### src/rtl/stream_max_tracker_pkg.sv
// Shared definitions for stream_max_tracker: FSM state encodings and default sizing.
package stream_max_tracker_pkg;

    localparam int DEFAULT_W       = 2;
    localparam int DEFAULT_MAX_LEN = 16;

    typedef enum logic [1:0] {
        ST_IDLE  = 2'd0,
        ST_ACCUM = 2'd1,
        ST_HOLD  = 2'd2
    } state_e;

endpackage

### src/rtl/stream_max_tracker_gt.sv
// Unsigned strict greater-than comparator, one instance per beat datapath.
module gt_comparator #(
    parameter int W = 2
) (
    input  logic [W-1:0] a,
    input  logic [W-1:0] b,
    output logic         gt
);

    assign gt = (a > b);

endmodule

### src/rtl/stream_max_tracker.sv
// Scans a framed valid/ready stream and reports per-frame maximum, its first index,
// the beat count and whether the frame was force-closed at MAX_LEN.
module stream_max_tracker
    import stream_max_tracker_pkg::*;
#(
    parameter  int W       = DEFAULT_W,
    parameter  int MAX_LEN = DEFAULT_MAX_LEN,
    localparam int IW      = $clog2(MAX_LEN)
) (
    input  logic          clk,
    input  logic          rst_n,
    input  logic          in_valid,
    output logic          in_ready,
    input  logic [W-1:0]  in_data,
    input  logic          in_last,
    output logic          out_valid,
    input  logic          out_ready,
    output logic [W-1:0]  out_max,
    output logic [IW-1:0] out_index,
    output logic [IW:0]   out_count,
    output logic          out_trunc
);

    localparam int CW = IW + 1;

    state_e         state_q, state_d;
    logic [W-1:0]   max_q, max_d;
    logic [IW-1:0]  idx_q, idx_d;
    logic [CW-1:0]  cnt_q, cnt_d;
    logic           trunc_q, trunc_d;

    logic           out_valid_q, out_valid_d;
    logic [W-1:0]   out_max_q, out_max_d;
    logic [IW-1:0]  out_index_q, out_index_d;
    logic [CW-1:0]  out_count_q, out_count_d;
    logic           out_trunc_q, out_trunc_d;

    logic           accept;
    logic           gt;
    logic           close;
    logic           at_limit;
    logic [CW-1:0]  cnt_inc;

    gt_comparator #(.W(W)) u_gt (
        .a  (in_data),
        .b  (max_q),
        .gt (gt)
    );

    // Gating with rst_n keeps in_ready low for the whole reset assertion.
    assign in_ready = rst_n && (state_q != ST_HOLD);
    assign accept   = in_valid && in_ready;
    assign cnt_inc  = cnt_q + CW'(1);
    assign at_limit = (cnt_inc == CW'(MAX_LEN));

    always_comb begin
        state_d     = state_q;
        max_d       = max_q;
        idx_d       = idx_q;
        cnt_d       = cnt_q;
        trunc_d     = trunc_q;
        out_valid_d = out_valid_q;
        out_max_d   = out_max_q;
        out_index_d = out_index_q;
        out_count_d = out_count_q;
        out_trunc_d = out_trunc_q;
        close       = 1'b0;

        case (state_q)
            ST_IDLE: begin
                if (accept) begin
                    max_d   = in_data;
                    idx_d   = '0;
                    cnt_d   = CW'(1);
                    trunc_d = 1'b0;
                    close   = in_last;
                    state_d = in_last ? ST_HOLD : ST_ACCUM;
                end
            end
            ST_ACCUM: begin
                if (accept) begin
                    // Strict compare so a tie keeps the earlier index.
                    if (gt) begin
                        max_d = in_data;
                        idx_d = cnt_q[IW-1:0];
                    end
                    cnt_d   = cnt_inc;
                    trunc_d = !in_last && at_limit;
                    close   = in_last || at_limit;
                    state_d = close ? ST_HOLD : ST_ACCUM;
                end
            end
            ST_HOLD: begin
                if (out_ready) begin
                    out_valid_d = 1'b0;
                    state_d     = ST_IDLE;
                end
            end
            default: state_d = ST_IDLE;
        endcase

        // The closing beat is folded in before the result is captured.
        if (close) begin
            out_valid_d = 1'b1;
            out_max_d   = max_d;
            out_index_d = idx_d;
            out_count_d = cnt_d;
            out_trunc_d = trunc_d;
        end
    end

    always_ff @(posedge clk or negedge rst_n) begin
        if (!rst_n) begin
            state_q     <= ST_IDLE;
            max_q       <= '0;
            idx_q       <= '0;
            cnt_q       <= '0;
            trunc_q     <= 1'b0;
            out_valid_q <= 1'b0;
            out_max_q   <= '0;
            out_index_q <= '0;
            out_count_q <= '0;
            out_trunc_q <= 1'b0;
        end else begin
            state_q     <= state_d;
            max_q       <= max_d;
            idx_q       <= idx_d;
            cnt_q       <= cnt_d;
            trunc_q     <= trunc_d;
            out_valid_q <= out_valid_d;
            out_max_q   <= out_max_d;
            out_index_q <= out_index_d;
            out_count_q <= out_count_d;
            out_trunc_q <= out_trunc_d;
        end
    end

    assign out_valid = out_valid_q;
    assign out_max   = out_max_q;
    assign out_index = out_index_q;
    assign out_count = out_count_q;
    assign out_trunc = out_trunc_q;

endmodule
### config.mk
export PLATFORM = sky130hd
export DESIGN_NAME = stream_max_tracker
export DESIGN_NICKNAME = d
export VERILOG_FILES = /design/src/rtl/stream_max_tracker_pkg.sv /design/src/rtl/stream_max_tracker_gt.sv /design/src/rtl/stream_max_tracker.sv
export SDC_FILE = /design/constraint.sdc
export NUM_CORES = 1
export LEC_CHECK = 0
export CAP_MARGIN = 10
export CORE_AREA = 2 2 66 68
export DETAILED_ROUTE_END_ITERATION = 10
export DIE_AREA = 0 0 68 70
export GPL_ROUTABILITY_DRIVEN = 0
export PLACE_DENSITY_LB_ADDON = 0.08
export SLEW_MARGIN = 10
export SYNTH_ARGS = -nofsm -noshare
export SYNTH_HDL_FRONTEND = slang
export SYNTH_SLANG_ARGS = --single-unit
### constraint.sdc
create_clock -name clk -period 2.1 [get_ports clk]
set_input_delay 0.315 -clock clk [delete_from_list [all_inputs] [get_ports clk]]
set_output_delay 0.315 -clock clk [all_outputs]
set_load 0.03 [all_outputs]
==> results.json <==
{
  "status": "completed",
  "fin_hold_ws_ns": 0.4635,
  "syn_to_final_growth_pct": 36.26,
  "power_mw": 2.234,
  "num_vias": 1079,
  "grt_pass1_vias": 1090,
  "clock_latency_ns": 0.27,
  "fmax_mhz": 483.3,
  "antenna_found_initial": 0,
  "layout_commonest_cell": "dfrtp_1",
  "r2r_slack_ns": 0.03,
  "reg2reg_from": "cnt_q[0]",
  "diodes": 0,
  "worstSetupStartpoint": "cnt_q[0]",
  "grt_max_degree": 24,
  "cts-root-buf": "clkbuf_8",
  "cts_tree": "done",
  "die_w_um": 68,
  "numPortBuffers": 20,
  "cp.arrival_ns": 2.23,
  "period_needed_ns": 2.069,
  "drtIter0Drc": 55,
  "clkTransAtPathRegs_ns": 0.09,
  "r2r_end": "out_index[3]",
  "drv_slew": 0,
  "power_frac_seq_pct": 35.7,
  "hp-class": "input pin to async pin",
  "drt-total-wl_um": 3177,
  "dr.pass1.iters": 4,
  "cts_max_path_buffers": 2,
  "rows": 24,
  "worstSetupEndpointType": "flip-flop",
  "fp.dieH_um": 70,
  "start_util_pct": 33.06,
  "critPathMaxFanout": 6,
  "syn_area_um2": 1370,
  "gr-usage-all-layers_pct": 14.28,
  "place_ws_ns": -0.3749,
  "fin_ws_ns": 0.03085,
  "clock-sinks": 26,
  "cp.required_ns": 2.26,
  "ys_seq_area_share_pct": 47.49,
  "setup_viol": 0,
  "layout.nets": 180,
  "avgSynthCellArea_um2": 11.05,
  "hold_viol": 0,
  "drive_above_1_share_pct": 28.92,
  "p_int_mw": 1.401,
  "setup_tns_ns": 0,
  "syn_inst": 124,
  "ios": 21,
  "r2r_cells": 5,
  "cap_violations": 0,
  "drc": 0,
  "p_leak_nw": 0.8899,
  "layout_common_cells": "dfrtp_1, buf_4, clkdlybuf4s50_1, nand2_1, inv_1",
  "grt_pass1_wl_um": 5168,
  "worstSetupPathType": "flip-flop to flip-flop",
  "die_area_um2": 4760,
  "worst-slew-pin-transition_ns": 0.3163,
  "cts_made_buffers": 3,
  "p_comb_share_pct": 49.6,
  "clock_skew_ns": 0.003717,
  "vdd_drop_max_mv": 0.6212,
  "ys_seq_elements": 26,
  "gr-total-overflow": 0,
  "core_area_um2": 4144,
  "rsz0062_at_grt": "true",
  "final.period_utilization_pct": 98.53,
  "switchingPower_uw": 832.8,
  "maxSlewHeadroom_pct": 78.85,
  "p_per_area_nw_per_um2": 1196,
  "synth_nets": 137,
  "drt-wirelength-per-cell_um": 14.57,
  "hpwl_um": 2158,
  "start_kind": "flip-flop",
  "clock_power_share_pct": 14.7,
  "synthDistinctLibCells": 33,
  "p_sw_share_pct": 37.28,
  "vias_per_cell": 4.950,
  "yosysWarnings": 0,
  "cts_max_level": 1,
  "ant_nets": 0
}
-- timing repair --
item | 4_1_cts | 5_1_grt
hold buffers | 0 | 0
setup endpoints to repair | 9 | 10
gates resized for setup | 2 | 2
pin swaps | 0 | 3
cloned | 0 | 1
setup buffers | 1 | 2
-- state kept, by name, summed over array words and instances (netlist names) --
signal / count
cnt_q: 5
idx_q: 4
max_q: 2
out_count: 5
out_index: 4
out_max: 2
out_trunc: 1
out_valid: 1
state_q: 2
-- area by class of cell --
| type | count | area, um2 |
|---|---|---|
| Clock buffer | 4 | 55.05 |
| Fill cell | 405 | 2277 |
| Inverter | 10 | 37.54 |
| Multi-Input combinational cell | 85 | 703.2 |
| Sequential cell | 26 | 650.6 |
| Tap cell | 52 | 65.06 |
| Timing Repair Buffer | 41 | 355.3 |
-- cell usage after synthesis --
cell	number	share of area [%]
a211o_1	1	0.64
a21bo_2	1	0.73
a21o_1	3	1.6
a221o_2	2	1.6
a2bb2oi_1	1	0.64
a31oi_1	1	0.46
and2_1	2	0.91
and2_2	1	0.55
and3_4	1	0.82
and3b_1	1	0.64
buf_6	1	0.82
clkbuf_1	3	0.82
dfrtp_1	26	47
ha_1	6	5.5
inv_1	10	2.7
mux2_2	5	4.1
mux2_4	7	7.7
mux2i_1	5	3.7
nand2_1	15	4.1
nand2b_1	1	0.46
nand3_1	6	2.2
nand3b_1	3	1.6
nand3b_2	1	0.82
nand4b_1	2	1.3
nor2_1	2	0.55
nor3_1	2	0.73
nor4_1	1	0.46
o211ai_1	2	1.1
o21ai_0	8	2.9
o22ai_1	1	0.46
o2bb2ai_1	1	0.64
o311ai_0	1	0.64
o31ai_1	1	0.55
-- how the worst max path moves through the flow --
stage	to	slack, ns	cells after the start
floorplan	out_count[0]	-0.02	6
global placement	out_max[0]	-0.24	8
detailed placement	out_max[0]	-0.37	8
CTS	out_max[0]	-0.004	8
finish	out_index[3]	0.03	5
global route	out_index[0]	-0.006	5
-- stage by stage --
step	utilization (%)	cells	instance area (um2)
floorplan	-	124	1373
finish	45.05	218	1867
CTS	43.93	215	1821
detailed placement	42.18	210	1748
global route	45.05	218	1867
global placement	42.18	210	1748
-- routing by layer --
| layer | up-vias | track usage (%) | routed length (um) |
|---|---|---|---|
| met4 | 0 | 4.667 | 34 |
| met5 | - | 0 | 0 |
| met3 | 4 | 3.704 | 79 |
| met2 | 11 | 21.68 | 1483 |
| met1 | 535 | 19.63 | 1580 |
| li1 | 529 | - | - |
-- cell families after synthesis --
logic type / Yosys count / synth area share, %
adders and majority gates: 6 / 5.479
AOI/OAI and AO/OA: 23 / 12.06
muxes: 17 / 15.43
DFF: 26 / 47.49
and+or+nand+nor: 38 / 15.16
buffers and inverters: 14 / 4.384
-- critical path, cell delays in order, from the launching register on --
cell and delay (ns):
dfrtp_1 0.42, ha_2 0.20, and3_4 0.19, mux2_4 0.32, a221o_4 0.51, mux2_4 0.32
-- power groups by stage --
stage | sequential (mW) | clock [mW] | combinational, mW
finish | 0.798 | 0.328 | 1.11
global route | 0.823 | 0.359 | 1.19
floorplan | 1.00 | 0 | 0.429
detailed placement | 0.809 | 0 | 1.07
global placement | 0.806 | 0 | 1.05
CTS | 0.802 | 0.342 | 1.08
Note: power is estimated with default switching activity, not from simulation.
